File: src/rtl/latch_loader.sv
// latch_loader: registers a producer word and drives a bank of transparent
// D-latches with a c pulse framed by setup and hold intervals on d.
module latch_loader #(
   parameter int unsigned W       = 8,
   parameter int unsigned T_SETUP = 1,
   parameter int unsigned T_PULSE = 2,
   parameter int unsigned T_HOLD  = 1,
   parameter int unsigned CW      = 8
) (
   input  logic          clock,
   input  logic          reset,
   input  logic          dav_,
   input  logic [W-1:0]  data_in,
   output logic          rfd,
   output logic [W-1:0]  d,
   output logic          c,
   output logic [CW-1:0] loads
);

   // One phase counter shared by setup, pulse and hold intervals.
   localparam int unsigned TSP  = (T_SETUP > T_PULSE) ? T_SETUP : T_PULSE;
   localparam int unsigned TMAX = (TSP > T_HOLD) ? TSP : T_HOLD;
   localparam int unsigned PW   = $clog2(TMAX + 1);

   localparam logic [2:0] ST_IDLE  = 3'd0;
   localparam logic [2:0] ST_SETUP = 3'd1;
   localparam logic [2:0] ST_PULSE = 3'd2;
   localparam logic [2:0] ST_HOLD  = 3'd3;
   localparam logic [2:0] ST_WAIT  = 3'd4;

   logic [2:0]    state;
   logic [2:0]    state_nx;
   logic [PW-1:0] cnt;
   logic [PW-1:0] cnt_nx;
   logic [W-1:0]  d_nx;
   logic          c_nx;
   logic          rfd_nx;
   logic [CW-1:0] loads_nx;

   // State, phase counter and all outputs are registered; reset aborts any load.
   always_ff @(posedge clock or posedge reset) begin
      if (reset) begin
         state <= ST_IDLE;
         cnt   <= '0;
         d     <= '0;
         c     <= 1'b0;
         rfd   <= 1'b1;
         loads <= '0;
      end else begin
         state <= state_nx;
         cnt   <= cnt_nx;
         d     <= d_nx;
         c     <= c_nx;
         rfd   <= rfd_nx;
         loads <= loads_nx;
      end
   end

   // Next-state and next-output logic for the load sequence.
   always_comb begin
      state_nx = state;
      cnt_nx   = cnt;
      d_nx     = d;
      c_nx     = c;
      rfd_nx   = rfd;
      loads_nx = loads;
      case (state)
         ST_IDLE: begin
            c_nx   = 1'b0;
            rfd_nx = 1'b1;
            if (!dav_) begin
               d_nx     = data_in;
               rfd_nx   = 1'b0;
               cnt_nx   = PW'(T_SETUP - 1);
               state_nx = ST_SETUP;
            end
         end
         ST_SETUP: begin
            if (cnt == '0) begin
               c_nx     = 1'b1;
               cnt_nx   = PW'(T_PULSE - 1);
               state_nx = ST_PULSE;
            end else begin
               cnt_nx = cnt - PW'(1);
            end
         end
         ST_PULSE: begin
            if (cnt == '0) begin
               c_nx     = 1'b0;
               cnt_nx   = PW'(T_HOLD - 1);
               state_nx = ST_HOLD;
            end else begin
               cnt_nx = cnt - PW'(1);
            end
         end
         ST_HOLD: begin
            if (cnt == '0) begin
               loads_nx = loads + CW'(1);
               state_nx = ST_WAIT;
            end else begin
               cnt_nx = cnt - PW'(1);
            end
         end
         ST_WAIT: begin
            rfd_nx = 1'b0;
            if (dav_) begin
               rfd_nx   = 1'b1;
               state_nx = ST_IDLE;
            end
         end
         default: begin
            c_nx     = 1'b0;
            rfd_nx   = 1'b1;
            state_nx = ST_IDLE;
         end
      endcase
   end

endmodule

File: config.mk
export PLATFORM = sky130hd
export DESIGN_NAME = latch_loader
export DESIGN_NICKNAME = d
export VERILOG_FILES = /design/src/rtl/latch_loader.sv
export SDC_FILE = /design/constraint.sdc
export NUM_CORES = 1
export LEC_CHECK = 0
export CAP_MARGIN = 10
export CORE_UTILIZATION = 47
export DETAILED_ROUTE_END_ITERATION = 6
export PLACE_DENSITY = 0.76
export SETUP_SLACK_MARGIN = 0.02
export SYNTH_ARGS = -nofsm -noshare
export SYNTH_HDL_FRONTEND = slang
export SYNTH_SLANG_ARGS = --single-unit
export TNS_END_PERCENT = 10
File: constraint.sdc
create_clock -name clock -period 2.2 [get_ports clock]
set_input_delay 0.44 -clock clock [delete_from_list [all_inputs] [get_ports clock]]
set_output_delay 0.44 -clock clock [all_outputs]
set_load 0.02 [all_outputs]
==> reports/summary.log <==
INFO  logic_synthesis synth_async_sr_flop_share=1.000
INFO  floorplanning  i_o_pins=29
INFO  timing         hold-worst-slack=472.2ps
INFO  clocking       clkLatencyLatePin=300ps
INFO  clocking       post-cts-setup-buffer-count=0
INFO  layout         final_layout_size_suffix_gt1_frac=0.1557
INFO  status         outcome=finished, final reports clean
INFO  layout         fillers=177
INFO  critical_path  critical_path.slowest_cell=sky130_fd_sc_hd__clkdlybuf4s50_1
INFO  floorplanning  die_h=51um
INFO  global_route   number_of_antenna_violations_at_the_first_check_in_global_routing=0
INFO  clocking       cts_made_buffers=3
INFO  placed_design  port-buffer-count=28
INFO  timing         hold_viol=0
INFO  timing         period_share=0.8549
INFO  floorplanning  core_region=2233um^2
INFO  timing         max_freq=0.5317GHz
INFO  timing         final_critical_path_setup_slack=319.3ps
INFO  logic_synthesis sequential_area_share_after_synthesis=0.5111
INFO  clocking       cts_buffer_depth=2
INFO  floorplanning  fp.dieArea=2601um^2
INFO  critical_path  cp_data_arrival_time=1440ps
INFO  logic_synthesis netlist_area=1129um^2
INFO  layout         layoutNonFillerInstCount=150
INFO  layout         synthToLayoutAreaGrowth=27.94%
INFO  route          post_drt_via_cell_ratio=5.233
INFO  critical_path  worstPathMaxFanout=2
INFO  critical_path  setup.worst_path.start_class=flip-flop
INFO  power          power.density=1380nW/um^2
INFO  critical_path  worstPathCellList=clkdlybuf4s50_1
INFO  timing         setup_viol_count_final=0
INFO  critical_path  critical_path_buf_inv_count=1
INFO  timing         rsz0062_at_grt=no
INFO  logic_synthesis synth-edff-count=0
INFO  route          postRouteAntennaNets=0
INFO  critical_path  worst-r2r-cell-count=5
INFO  logic_synthesis synthesis_warnings=0
INFO  route          firstDrtPassIters=4
INFO  layout         layout.cell_area.non_filler=1444um^2
INFO  critical_path  regToRegStartpoint=cnt[0]$_DFFE_PP0P_
INFO  layout         num-nets-final=138
INFO  placed_design  dp.final_hpwl=1502um
INFO  global_route   global_route.usage.total=0.1902
INFO  logic_synthesis synth.lib_cells_used.distinct=31
INFO  timing         final_sum_of_negative_setup_slack=0ps
INFO  worst_hold_path worst_hold_path_type=in2async
INFO  layout         antenna_cells=0
INFO  route          detailedRoute.firstIterationViolations=4
INFO  placed_design  place.gp.congestion=0.7759
INFO  timing         slew_violations=0
INFO  clocking       cts_hold_repair.buffers=0
INFO  critical_path  critical_path.reg2reg.endpoint=loads[7]$_DFFE_PP0P_
INFO  clocking       number_of_h_tree_branching_levels=1
INFO  clocking       cts.sinks=23
INFO  placed_design  dpl-instance-area=1416um^2
INFO  critical_path  worst-setup-path-type=reg2out
INFO  clocking       cts-root-buf=sky130_fd_sc_hd__clkbuf_4
INFO  floorplanning  initial_utilization=0.5053
INFO  power          switching_share=0.4007
INFO  power          share_comb_of_total_power=0.498
INFO  clocking       cts.reportedPaths.clkPinSlew=120ps
INFO  power          pwr-share-clk=0.094
INFO  layout         finish.utilization=0.6465
INFO  timing         clock-skew-final=3.036ps
INFO  clocking       post_cts_resized=0
INFO  critical_path  critical_path.endpoint_type=output port
INFO  timing         relative_slew_margins=0.6173
INFO  power          switching_power=798.6uW
INFO  route          post-route-drc-count=0
INFO  logic_synthesis post_synthesis_sequential_element_count=23
INFO  placed_design  dpl_worst_slack=253.0ps
INFO  critical_path  critical-path-max-stage-delay=590ps
INFO  logic_synthesis avgSynthCellArea=12.14um^2
INFO  timing         period_needed=1881ps
INFO  power          pwr-share-seq=0.408
INFO  power          internal-power=1.194mW
INFO  global_route   number_of_global_route_vias_before_repair=793
INFO  clocking       cts_tree=built
INFO  power          worst_ir_drop_vdd=808.0uV
INFO  power          power=1.993mW
INFO  route          totalWireLength=2043um
INFO  logic_synthesis synth-main-ff-cell=sky130_fd_sc_hd__dfrtp_1
INFO  global_route   grt_pass1_wl=3567um
INFO  floorplanning  die_w=51um
INFO  route          wl_per_cell=13.62um
INFO  logic_synthesis synth_nets=108
INFO  logic_synthesis syn-instance-count=93
INFO  critical_path  critical-path-top-delay-family=buffers and inverters
INFO  route          total_via_count_in_the_routed_design=785
INFO  critical_path  regToRegSetupSlack=500ps
INFO  timing         worst_slew_pin_slew=569.7ps
INFO  global_route   grt_start_max_net_pins=24
INFO  power          cellLeakagePower=0.6738nW
INFO  critical_path  cp_data_required_time=1760ps
INFO  placed_design  numPlacedInstances=146
INFO  global_route   grt.overflow.total=0
INFO  flow_run       cap_violations=0
INFO  floorplanning  std_cell_rows=17
-- kinds of logic (layout without fill, tap and decap cells) --
kind of cell / after synthesis / in the layout / synth area share
xor+xnor: 8 / 8 / 0.06209
mux: 10 / 10 / 0.09867
compound gates: 13 / 13 / 0.08093
fa+ha+maj: 4 / 4 / 0.04435
simple gates: 25 / 25 / 0.1519
buf+inv: 10 / 39 / 0.05099
flops: 23 / 23 / 0.5111
-- registers in the layout, summed over array words and instances, names as in the netlist --
signal,count
rfd,1
loads,8
d,8
cnt,2
c,1
state,3
-- cell usage after synthesis (3+ instances only) --
cell | number | area share
sky130_fd_sc_hd__nand3_1 | 3 | 0.013
sky130_fd_sc_hd__nand2_1 | 5 | 0.017
sky130_fd_sc_hd__a21oi_1 | 3 | 0.013
sky130_fd_sc_hd__ha_1 | 4 | 0.044
sky130_fd_sc_hd__o21ai_0 | 3 | 0.013
sky130_fd_sc_hd__mux2_2 | 9 | 0.090
sky130_fd_sc_hd__nor2_1 | 7 | 0.023
sky130_fd_sc_hd__dfrtp_1 | 22 | 0.49
sky130_fd_sc_hd__xor2_1 | 6 | 0.047
sky130_fd_sc_hd__inv_1 | 6 | 0.020
-- power groups by stage --
stage | clock [mW] | combinational (mW) | sequential (mW)
6_report | 0.186 | 0.993 | 0.814
5_1_grt | 0.214 | 1.09 | 0.849
4_1_cts | 0.198 | 1.01 | 0.814
3_5_place_dp | 0 | 1.00 | 0.822
3_3_place_gp | 0 | 0.968 | 0.814
2_1_floorplan | 0 | 0.571 | 0.901
-- how the worst max path moves through the flow --
| stage | startpoint | endpoint | cells after the start |
|---|---|---|---|
| floorplan | cnt[0]$_DFFE_PP0P_ | cnt[1]$_DFFE_PP0P_ | 6 |
| global route | rfd$_DFFE_PP1N_ | rfd | 1 |
| finish | rfd$_DFFE_PP1N_ | rfd | 1 |
| detailed placement | dav_ | d[2]$_DFFE_PP0P_ | 3 |
| CTS | rfd$_DFFE_PP1N_ | rfd | 1 |
| global placement | dav_ | d[5]$_DFFE_PP0P_ | 3 |
-- per-layer routing --
layer | global-route usage | up-vias | wire, um
met5 | 0 | - | 0
met4 | 0.09722 | 0 | 17
met3 | 0.02679 | 2 | 53
met2 | 0.3180 | 13 | 1021
met1 | 0.2379 | 391 | 950
li1 | - | 379 | -
-- worst reg2reg max path: cells and delay by family, from the launching register on --
family | cells | cell delay [ps]
flops | 1 | 430
xor+xnor | 1 | 170
simple gates | 2 | 600
fa+ha+maj | 1 | 350
buf+inv | 1 | 90
-- final cells by class --
class | instances | area, um^2 | area share
clock buffers | 3 | 22.52 | 0.01560
clock inverters | 1 | 5.005 | 0.003466
inverters | 6 | 22.52 | 0.01560
multi-input cells | 60 | 494.2 | 0.3423
flip-flops and latches | 23 | 576.8 | 0.3995
well taps | 28 | 35.03 | 0.02426
repair buffers | 29 | 287.8 | 0.1993
-- cells in the final DEF (no fill, tap or decap), drive strengths merged --
master	n
buf	1
and3	1
xnor2	2
nand3b	1
a21oi	3
a22o	1
nand3	3
nor3	2
nand2	5
mux2	9
clkdlybuf4s50	28
dfrtp	22
o211a	1
o41ai	1
xor2	6
nor4	2
dfstp	1
and3b	1
o311ai	1
nor2	7
inv	6
o2bb2ai	1
nand4b	1
clkbuf	3
nor2b	1
mux2i	1
o21ai	3
nand2b	1
a31oi	1
a211o	1
ha	4
clkinv	1
Note: power is estimated with default switching activity, not from simulation.
